## src/rtl/nes_responder.sv

```systemverilog
// Device-side NES controller (4021-style): serialises btns_in onto nes_data under host latch/pulse.
// Optional glitch filter on the synchronised pins: define NES_RESP_GLITCH_FILTER_EN.
module nes_responder #(
  parameter int TIMEOUT_CYCLES = 100000,
  parameter int FILTER_CYCLES  = 8,
  parameter int CNTR_WIDTH     = 32
) (
  input  logic       clk,
  input  logic       reset,
  input  logic [7:0] btns_in,
  input  logic       nes_latch,
  input  logic       nes_pulse,
  output logic       nes_data,
  output logic       busy,
  output logic       frame_done
);

  localparam logic [CNTR_WIDTH-1:0] TMO_LAST = CNTR_WIDTH'(TIMEOUT_CYCLES - 1);
  localparam logic [CNTR_WIDTH-1:0] CNT_ONE  = CNTR_WIDTH'(1);

  typedef enum logic [1:0] {
    IDLE  = 2'd0,
    LOAD  = 2'd1,
    SHIFT = 2'd2,
    DONE  = 2'd3
  } state_t;

  state_t                r_state;
  logic [7:0]            r_shreg;
  logic [2:0]            r_bit_cnt;
  logic [CNTR_WIDTH-1:0] r_tmo;
  logic                  r_nes_data;
  logic                  r_frame_done;

  logic r_lat_s1, r_lat_s2, r_pul_s1, r_pul_s2;
  logic r_lat_d, r_pul_d;
  logic w_lat_s, w_pul_s;
  logic w_lat_rise, w_pul_rise;

  always_ff @(posedge clk) begin
    if (reset) begin
      r_lat_s1 <= 1'b0;
      r_lat_s2 <= 1'b0;
      r_pul_s1 <= 1'b0;
      r_pul_s2 <= 1'b0;
    end else begin
      r_lat_s1 <= nes_latch;
      r_lat_s2 <= r_lat_s1;
      r_pul_s1 <= nes_pulse;
      r_pul_s2 <= r_pul_s1;
    end
  end

`ifdef NES_RESP_GLITCH_FILTER_EN
  localparam logic [CNTR_WIDTH-1:0] FILT_LAST = CNTR_WIDTH'(FILTER_CYCLES - 1);

  logic                  r_lat_f, r_pul_f;
  logic [CNTR_WIDTH-1:0] r_lat_fc, r_pul_fc;

  // A new level is adopted only once it has been seen FILTER_CYCLES samples in a row.
  always_ff @(posedge clk) begin
    if (reset) begin
      r_lat_f  <= 1'b0;
      r_pul_f  <= 1'b0;
      r_lat_fc <= '0;
      r_pul_fc <= '0;
    end else begin
      if (r_lat_s2 == r_lat_f) begin
        r_lat_fc <= '0;
      end else if (r_lat_fc == FILT_LAST) begin
        r_lat_f  <= r_lat_s2;
        r_lat_fc <= '0;
      end else begin
        r_lat_fc <= r_lat_fc + CNT_ONE;
      end
      if (r_pul_s2 == r_pul_f) begin
        r_pul_fc <= '0;
      end else if (r_pul_fc == FILT_LAST) begin
        r_pul_f  <= r_pul_s2;
        r_pul_fc <= '0;
      end else begin
        r_pul_fc <= r_pul_fc + CNT_ONE;
      end
    end
  end

  assign w_lat_s = r_lat_f;
  assign w_pul_s = r_pul_f;
`else
  assign w_lat_s = r_lat_s2;
  assign w_pul_s = r_pul_s2;
`endif

  always_ff @(posedge clk) begin
    if (reset) begin
      r_lat_d <= 1'b0;
      r_pul_d <= 1'b0;
    end else begin
      r_lat_d <= w_lat_s;
      r_pul_d <= w_pul_s;
    end
  end

  assign w_lat_rise = w_lat_s & ~r_lat_d;
  assign w_pul_rise = w_pul_s & ~r_pul_d;

  // nes_data is written from the value shreg is about to take, so it lands in the same edge.
  always_ff @(posedge clk) begin
    if (reset) begin
      r_state      <= IDLE;
      r_shreg      <= 8'h00;
      r_bit_cnt    <= 3'd0;
      r_tmo        <= '0;
      r_nes_data   <= 1'b1;
      r_frame_done <= 1'b0;
    end else begin
      r_frame_done <= 1'b0;
      case (r_state)
        IDLE: begin
          r_nes_data <= 1'b1;
          r_bit_cnt  <= 3'd0;
          r_tmo      <= '0;
          if (w_lat_rise) begin
            r_state    <= LOAD;
            r_shreg    <= btns_in;
            r_nes_data <= ~btns_in[7];
          end
        end
        LOAD: begin
          r_tmo     <= '0;
          r_bit_cnt <= 3'd0;
          if (w_lat_s) begin
            r_shreg    <= btns_in;
            r_nes_data <= ~btns_in[7];
          end else begin
            r_state <= SHIFT;
          end
        end
        SHIFT, DONE: begin
          if (w_lat_rise) begin
            r_state    <= LOAD;
            r_shreg    <= btns_in;
            r_nes_data <= ~btns_in[7];
            r_bit_cnt  <= 3'd0;
            r_tmo      <= '0;
          end else if (w_pul_rise) begin
            r_shreg    <= {r_shreg[6:0], 1'b0};
            r_nes_data <= ~r_shreg[6];
            r_tmo      <= '0;
            if (r_state == SHIFT) begin
              r_bit_cnt <= r_bit_cnt + 3'd1;
              if (r_bit_cnt == 3'd6) begin
                r_frame_done <= 1'b1;
                r_state      <= DONE;
              end
            end
          end else if (r_tmo == TMO_LAST) begin
            r_state    <= IDLE;
            r_nes_data <= 1'b1;
            r_bit_cnt  <= 3'd0;
            r_tmo      <= '0;
          end else begin
            r_tmo <= r_tmo + CNT_ONE;
          end
        end
        default: begin
          r_state    <= IDLE;
          r_nes_data <= 1'b1;
        end
      endcase
    end
  end

  assign nes_data   = r_nes_data;
  assign busy       = (r_state != IDLE);
  assign frame_done = r_frame_done;

endmodule

```

## config.mk

```make
export PLATFORM = sky130hd
export DESIGN_NAME = nes_responder
export DESIGN_NICKNAME = d
export VERILOG_FILES = /design/src/rtl/nes_responder.sv
export SDC_FILE = /design/constraint.sdc
export NUM_CORES = 1
export LEC_CHECK = 0
export ABC_AREA = 1
export BUFFER_PORTS_ARGS = -buffer_cell sky130_fd_sc_hd__buf_4
export CORE_UTILIZATION = 60
export DETAILED_ROUTE_END_ITERATION = 10
export GPL_TIMING_DRIVEN = 1
export PLACE_DENSITY = 0.89
export SETUP_SLACK_MARGIN = 0.05
export SKIP_LAST_GASP = 1
export SYNTH_ARGS = -nofsm -noshare
export SYNTH_HDL_FRONTEND = slang
export SYNTH_SLANG_ARGS = --single-unit
export TNS_END_PERCENT = 5
```

## constraint.sdc

```tcl
create_clock -name clk -period 3 [get_ports clk]
set_input_delay 0.6 -clock clk [delete_from_list [all_inputs] [get_ports clk]]
set_output_delay 0.6 -clock clk [all_outputs]
set_load 0.005 [all_outputs]
```

==> load_flow_metrics.sql, run 1 <==
INSERT INTO impl_metrics (metric_group, metric, value, unit) VALUES
('setup_path', 'worst_ep_arrival_time', '2200', 'ps'),
('synth', 'synth_top_family_by_area', 'simple AND/OR/NAND/NOR gates', ''),
('synth', 'post_synth.cell_area_avg', '6.97', 'um2'),
('timing', 'drv_slew', '0', ''),
('grt', 'overall_overflow_remaining_after_global_route', '0', ''),
('route', 'final_antenna_net_count', '0', ''),
('synth', 'ys_seq_area_share', '38.5', '%'),
('timing', 'hold_violations', '0', ''),
('run', 'max_cap_viol_count', '0', ''),
('timing', 'rsz_0062_raised_after_global_routing', 'no', ''),
('pwr', 'combPwrFrac', '23.5', '%'),
('setup_path', 'critical_path_slowest_stage_cell', 'nand3_2', ''),
('grt', 'via_count_of_the_first_global_routing_pass', '2107', ''),
('timing', 'highest_clock_frequency_the_design_can_meet', '0.512', 'GHz'),
('timing', 'final.period_utilization', '65.1', '%'),
('setup_path', 'ff2ff_path_depth', '10', ''),
('route', 'drc', '0', ''),
('run_status', 'run_status', 'finished clean', ''),
('synth', 'ys_types', '32', ''),
('cts', 'cts_made_buffers', '5', ''),
('synth', 'synth-simple-area-share', '40.6', '%'),
('synth', 'synth-edff-count', '0', ''),
('synth', 'synthesis.instances', '388', ''),
('timing', 'period_minus_slack', '1950', 'ps'),
('cts', 'clockRootBuffer', 'clkbuf_8', ''),
('timing', 'skew', '8.86', 'ps'),
('setup_path', 'slowest_delay', '520', 'ps'),
('synth', 'ys_dominant_reg_cell', 'dfxtp_1', ''),
('placed_design', 'placed_cells_incl_taps', '449', ''),
('cts', 'cts_tree', 'built', ''),
('pwr', 'netSwitchingFraction', '32.7', '%'),
('setup_path', 'rr_startpoint', 'r_tmo[0]', ''),
('final_layout', 'fill_cells', '386', ''),
('pwr', 'cellPowerDensity', '536', 'nW/um2'),
('synth', 'ys_ff_latch', '52', ''),
('placed_design', 'dpl.hpwl', '3910', 'um'),
('setup_path', 'worst-setup-path-type', 'reg -> reg', ''),
('synth', 'synth-compound-area-share', '7.86', '%'),
('timing', 'worst_slew_pin_slew', '666', 'ps'),
('floorplan', 'start_util', '62.1', '%'),
('cts', 'hold_buffer_count_at_cts', '0', ''),
('cts', 'cts_num_sinks', '52', ''),
('grt', 'maximum_number_of_pins_on_one_net_before_global_route_repair', '30', ''),
('min_path', 'hp-start', 'r_lat_s1', ''),
('pwr', 'total_power_draw', '1.57', 'mW'),
('pwr', 'p_int', '1.05', 'mW'),
('grt', 'globalRouteTotalUtil', '22.8', '%'),
('pwr', 'p_clk_share', '25.5', '%'),
('final_layout', 'post-route-cell-area', '2930', 'um2'),
('timing', 'maxSlewHeadroom', '55.5', '%'),
('final_layout', 'insertedDiodeCount', '0', ''),
('synth', 'synth_adder_area_share', '1.39', '%'),
('cts', 'insertion_delay', '310', 'ps'),
('final_layout', 'instances_no_fill', '457', ''),
('setup_path', 'critical_path.max_fanout', '29', ''),
('setup_path', 'r2r_slack', '1050', 'ps'),
('timing', 'fin_setup_tns', '0', 'ps'),
('route', 'drt_first_iter_violations', '155', ''),
('route', 'dr.pass1.iters', '4', ''),
('floorplan', 'die-height', '69.1', 'um'),
('placed_design', 'dpl-instance-area', '2840', 'um2'),
('synth', 'total_of_warnings_raised_by_yosys', '0', ''),
('route', 'totalWireLength', '5200', 'um'),
('synth', 'synthesis.area', '2710', 'um2'),
('placed_design', 'port-buffer-count', '14', ''),
('pwr', 'portion_of_total_power_attributed_to_sequential_cells', '51.0', '%'),
('final_layout', 'area_added_between_synthesis_and_finish', '8.14', '%'),
('route', 'detail_route.vias_per_cell', '5.27', ''),
('min_path', 'whs_endpoint', 'r_lat_s2', ''),
('setup_path', 'crit_chain', 'ha_1, nand2_1, nor2_2, nand3_1, nor2_1, nand2_1, nand3_2, inv_2, nand2_1, nor2_1', ''),
('setup_path', 'cp-start-kind', 'flop', '');
registers in the layout, summed over array words and instances, names as in the netlist:
signal and flops:
r_tmo 32, r_shreg 7, r_bit_cnt 3, r_state 2, frame_done 1, nes_data 1
r_lat_d 1, r_lat_s1 1, r_lat_s2 1, r_pul_d 1, r_pul_s1 1, r_pul_s2 1
layout make-up:
cell class              instances  area (um2)  area share, %
well taps                      52        65.1           2.22
clock buffers                   6        72.6           2.48
multi-input cells             279        1430           48.8
flip-flops and latches         52        1040           35.6
inverters                      52         198           6.76
clock inverters                 2        16.3          0.556
repair buffers                 14         105           3.59
through the flow:
step / utilization [%] / worst slack, ps / hold slack (ps)
floorplan: - / 1540 / 388
global placement: 65.1 / 980 / 390
detailed placement: 65.1 / 928 / 396
CTS: 67.2 / 1020 / 410
global route: 67.2 / 810 / 436
finish: 67.2 / 1050 / 408
power groups by stage:
stage / clock network [mW] / logic (mW) / registers [mW]
final: 0.400 / 0.369 / 0.799
after global routing: 0.427 / 0.416 / 0.806
after CTS: 0.405 / 0.371 / 0.797
after detailed placement: 0 / 0.369 / 0.811
after global placement: 0 / 0.354 / 0.810
after floorplan: 0 / 0.303 / 0.800
worst max path at each step:
stage | cells after the start | to | startpoint | slack [ps]
final | 10 | r_tmo[26] | r_tmo[0] | 1050
after floorplan | 9 | r_tmo[16] | r_tmo[0] | 1540
after CTS | 10 | r_tmo[26] | r_tmo[0] | 1020
after global routing | 8 | r_tmo[18] | r_tmo[0] | 810
after detailed placement | 6 | r_tmo[26] | reset | 930
after global placement | 6 | r_tmo[30] | reset | 980
per-layer routing:
layer	track usage [%]	share of wire [%]	routed length, um
met1	30.2	47	2430
met2	36.7	48	2500
met3	4.09	3.8	198
met4	9.07	1.4	71
met5	0	0	0
cell usage after synthesis (3+ instances only):
| cell type | number | area share (%) |
|---|---|---|
| a21oi_1 | 19 | 3.5 |
| a31oi_1 | 6 | 1.4 |
| dfxtp_1 | 52 | 38 |
| ha_1 | 3 | 1.4 |
| inv_1 | 46 | 6.4 |
| inv_2 | 5 | 0.69 |
| nand2_1 | 100 | 14 |
| nand2_2 | 5 | 1.2 |
| nand3_1 | 19 | 3.5 |
| nand3_2 | 3 | 1.1 |
| nand4_1 | 4 | 0.92 |
| nor2_1 | 50 | 6.9 |
| nor2_2 | 12 | 2.8 |
| nor2_4 | 6 | 2.5 |
| nor3_1 | 11 | 2.0 |
| nor3_2 | 4 | 1.5 |
| nor4_1 | 3 | 0.69 |
| o21ai_0 | 14 | 2.6 |
| xnor2_1 | 3 | 0.97 |
| xor2_1 | 6 | 1.9 |
critical path, delay by kind of cell (launching register included):
family	cells	cell delay, ps
and+or+nand+nor	8	1040
DFF	1	340
buffers and inverters	1	270
adders and majority gates	1	240
cells in the final DEF, fill, tap and decap left out, drive strengths merged, types with 3 or more instances in the layout:
cell and count:
clkbuf 6, inv 52, nand2 106, o21ai 16, nor4 3, nor2 70, a21oi 19, dfxtp 52
nand3 22, or2 3, buf 14, a31oi 6, nor3 15, xor2 6, xnor2 3, ha 3
nand4 4, nor3b 3
cell families (layout without fill, tap and decap cells):
group,count (synthesis),count (layout)
flops,52,52
compound gates,41,41
fa+ha+maj,3,3
simple gates,226,226
buf+inv,57,74
xor+xnor,9,9
Note: power is estimated with default switching activity, not from simulation.
==> run 2: changes to the inputs <==
==> constraint.sdc (replaced) <==
create_clock -name clk -period 2 [get_ports clk]
set_input_delay 0.4 -clock clk [delete_from_list [all_inputs] [get_ports clk]]
set_output_delay 0.4 -clock clk [all_outputs]
set_load 0.005 [all_outputs]
==> run 2 against run 1 <==
  * Combinational power increased by 56%
  * Cell count increased by 0.44%
  * Core utilization increased by 0.69 points
  * Maximum frequency increased by 19%
  * Clock skew increased by 1.1 ps
  * Flip-flop and latch count unchanged
==> load_flow_metrics.sql, run 2 (synthesized netlist as in run 1, its figures left out) <==
INSERT INTO impl_metrics (metric_group, metric, value, unit) VALUES
('run_status', 'run_status', 'finished clean', ''),
('cts', 'cts_tree', 'built', ''),
('cts', 'insertion_delay', '310', 'ps'),
('route', 'dr.pass1.iters', '4', ''),
('final_layout', 'insertedDiodeCount', '0', ''),
('timing', 'setup_violations', '0', ''),
('grt', 'maximum_number_of_pins_on_one_net_before_global_route_repair', '18', ''),
('min_path', 'hold_path_class', 'in -> reg', ''),
('grt', 'wire_length_of_the_first_global_routing_pass', '9630', 'um'),
('timing', 'final.period_utilization', '82.0', '%'),
('final_layout', 'final_net_count', '421', ''),
('cts', 'clockRootBuffer', 'clkbuf_8', ''),
('placed_design', 'placed_cells_incl_taps', '451', ''),
('pwr', 'cellPowerDensity', '805', 'nW/um2'),
('placed_design', 'dpl.hpwl', '4170', 'um'),
('cts', 'cts-htree-levels', '2', ''),
('timing', 'drv_slew', '0', ''),
('timing', 'maxSlewHeadroom', '79.5', '%'),
('timing', 'fin_setup_tns', '0', 'ps'),
('cts', 'cts_made_buffers', '5', ''),
('route', 'final_antenna_net_count', '0', ''),
('run', 'max_cap_viol_count', '0', ''),
('pwr', 'p_clk_share', '25.5', '%'),
('cts', 'postCtsResizedCells', '0', ''),
('cts', 'clock_path_buffers', '2', ''),
('floorplan', 'die-height', '69.1', 'um'),
('pwr', 'peak_supply_drop', '721', 'uV'),
('timing', 'worst_slew_pin_slew', '306', 'ps'),
('placed_design', 'global_placement_routability_congestion', '0.848', ''),
('final_layout', 'reg.largest.list', 'r_tmo: 32 flops, r_shreg: 7 flops, r_bit_cnt: 3 flops', ''),
('setup_path', 'critPathMostFrequentCell', 'nand2_1', ''),
('setup_path', 'critical_path.max_fanout', '16', ''),
('timing', 'rsz_0062_raised_after_global_routing', 'no', ''),
('cts', 'hold_buffer_count_at_cts', '0', ''),
('timing', 'skew', '9.94', 'ps'),
('grt', 'overall_overflow_remaining_after_global_route', '0', ''),
('timing', 'hold_violations', '0', ''),
('setup_path', 'worst-setup-path-type', 'reg -> reg', ''),
('pwr', 'combPwrFrac', '24.3', '%'),
('floorplan', 'core', '4350', 'um2'),
('pwr', 'netSwitchingPower', '0.779', 'mW'),
('floorplan', 'design.die.area', '4780', 'um2'),
('setup_path', 'slowest_delay', '340', 'ps'),
('setup_path', 'crit_chain', 'ha_1, nand2_1, nor2_2, nand3_1, nor2_1, nand2_1, nand3_2, buf_12, nor3b_1', ''),
('timing', 'period_minus_slack', '1640', 'ps'),
('cts', 'clk_pin_slew_worst_paths', '90', 'ps'),
('min_path', 'holdPathStages', '3', ''),
('cts', 'cts_num_sinks', '52', ''),
('route', 'drc', '0', ''),
('placed_design', 'port-buffer-count', '14', ''),
('setup_path', 'cp-start-kind', 'flop', ''),
('setup_path', 'r2r_slack', '360', 'ps'),
('timing', 'highest_clock_frequency_the_design_can_meet', '0.610', 'GHz'),
('grt', 'via_count_of_the_first_global_routing_pass', '2267', ''),
('setup_path', 'worst_ep_arrival_time', '1870', 'ps'),
('grt', 'globalRouteTotalUtil', '24.8', '%'),
('route', 'drt_first_iter_violations', '158', ''),
('final_layout', 'top_register', 'r_tmo', ''),
('pwr', 'netSwitchingFraction', '32.8', '%'),
('route', 'totalWireLength', '5490', 'um'),
('final_layout', 'drive_above_1_share', '16.2', '%'),
('pwr', 'p_int', '1.60', 'mW'),
('setup_path', 'worst_ep_required_time', '2230', 'ps'),
('min_path', 'hp-start', 'nes_latch', ''),
('route', 'detail_route.vias_per_cell', '5.35', ''),
('final_layout', 'area_added_between_synthesis_and_finish', '9.25', '%'),
('pwr', 'p_leak', '1.07', 'nW'),
('setup_path', 'critical_path_slowest_stage_cell', 'dfxtp_1', ''),
('floorplan', 'start_util', '62.1', '%'),
('setup_path', 'ff2ff_path_depth', '9', ''),
('route', 'wire_per_inst', '12.0', 'um'),
('grt', 'grt_antenna_before_repair', '0', ''),
('final_layout', 'instances_no_fill', '459', ''),
('setup_path', 'worst_r2r_endpoint', 'r_tmo[2]', ''),
('route', 'routed-via-count', '2455', ''),
('min_path', 'whs_endpoint', 'r_lat_s1', ''),
('floorplan', 'io_pins', '15', ''),
('pwr', 'portion_of_total_power_attributed_to_sequential_cells', '50.2', '%'),
('setup_path', 'critPathCaptureType', 'flop', ''),
('final_layout', 'mostFrequentLayoutCells', 'nand2_1 (100), dfxtp_1 (52), nor2_1 (50)', ''),
('floorplan', 'core.rowCount', '24', ''),
('cts', 'cts.repair_timing.setup_buffer_count', '0', ''),
('setup_path', 'rr_startpoint', 'r_tmo[0]', ''),
('final_layout', 'largest_register_ff_count', '32', ''),
('final_layout', 'layout.cells.most_common', 'nand2_1', ''),
('floorplan', 'horiz_die_dim', '69.1', 'um');
-- run 2: cell count changes in the layout (fill, tap and decap cells not counted) --
cell | previous run | this run
clkinvlp_4 | 1 | 0
buf_12 | 0 | 1
buf_4 | 14 | 15
clkbuf_1 | 1 | 0
inv_6 | 0 | 1
clkinv_2 | 0 | 1
-- run 2: cell type report --
class,instances,area (um2)
clock buffers,5,68.8
multi-input cells,279,1430
repair buffers,16,133
clock inverters,3,22.5
fillers,367,1400
flip-flops and latches,52,1040
inverters,52,198
well taps,52,65.1
-- run 2: how the worst max path moves through the flow --
| stage | from | end | slack [ps] | cells after the start |
|---|---|---|---|---|
| CTS | r_tmo[0] | r_tmo[2] | 350 | 9 |
| detailed placement | r_tmo[0] | r_tmo[18] | 370 | 9 |
| global placement | r_tmo[0] | r_tmo[16] | 430 | 9 |
| global route | r_tmo[0] | r_state[1] | 140 | 10 |
| floorplan | r_tmo[0] | r_tmo[16] | 540 | 9 |
| finish | r_tmo[0] | r_tmo[2] | 360 | 9 |
-- run 2: layer usage --
layer | vias to the layer above | routed length (um) | global-route usage, %
met5 | - | 0 | 0
met3 | 14 | 211 | 5.26
met4 | 0 | 144 | 10.9
li1 | 1261 | - | -
met1 | 1133 | 2500 | 31.0
met2 | 47 | 2640 | 41.1
-- run 2: worst max-delay path, delay by kind of cell, from the launching register on --
| family | cells | cell delay (ps) |
|---|---|---|
| adder cells (fa/ha/maj) | 1 | 240 |
| AND/OR/NAND/NOR | 7 | 730 |
| buffers and inverters | 1 | 240 |
| flip-flops | 1 | 340 |
-- run 2: power by group through the flow --
stage | registers, mW | logic, mW | clock network [mW]
after CTS | 1.19 | 0.571 | 0.623
after floorplan | 1.20 | 0.455 | 0
after global placement | 1.21 | 0.552 | 0
final | 1.19 | 0.577 | 0.606
after global routing | 1.20 | 0.665 | 0.672
after detailed placement | 1.21 | 0.565 | 0
-- run 2: through the flow --
| stage | setup WS, ps | power (mW) | area (um2) | utilization (%) | hold WS [ps] |
|---|---|---|---|---|---|
| after floorplan | 542 | 1.66 | 2710 | - | 388 |
| after global placement | 431 | 1.76 | 2860 | 65.8 | 390 |
| after detailed placement | 371 | 1.78 | 2860 | 65.8 | 414 |
| after CTS | 347 | 2.39 | 2960 | 67.9 | 284 |
| after global routing | 137 | 2.54 | 2960 | 67.9 | 281 |
| final | 360 | 2.38 | 2960 | 67.9 | 293 |
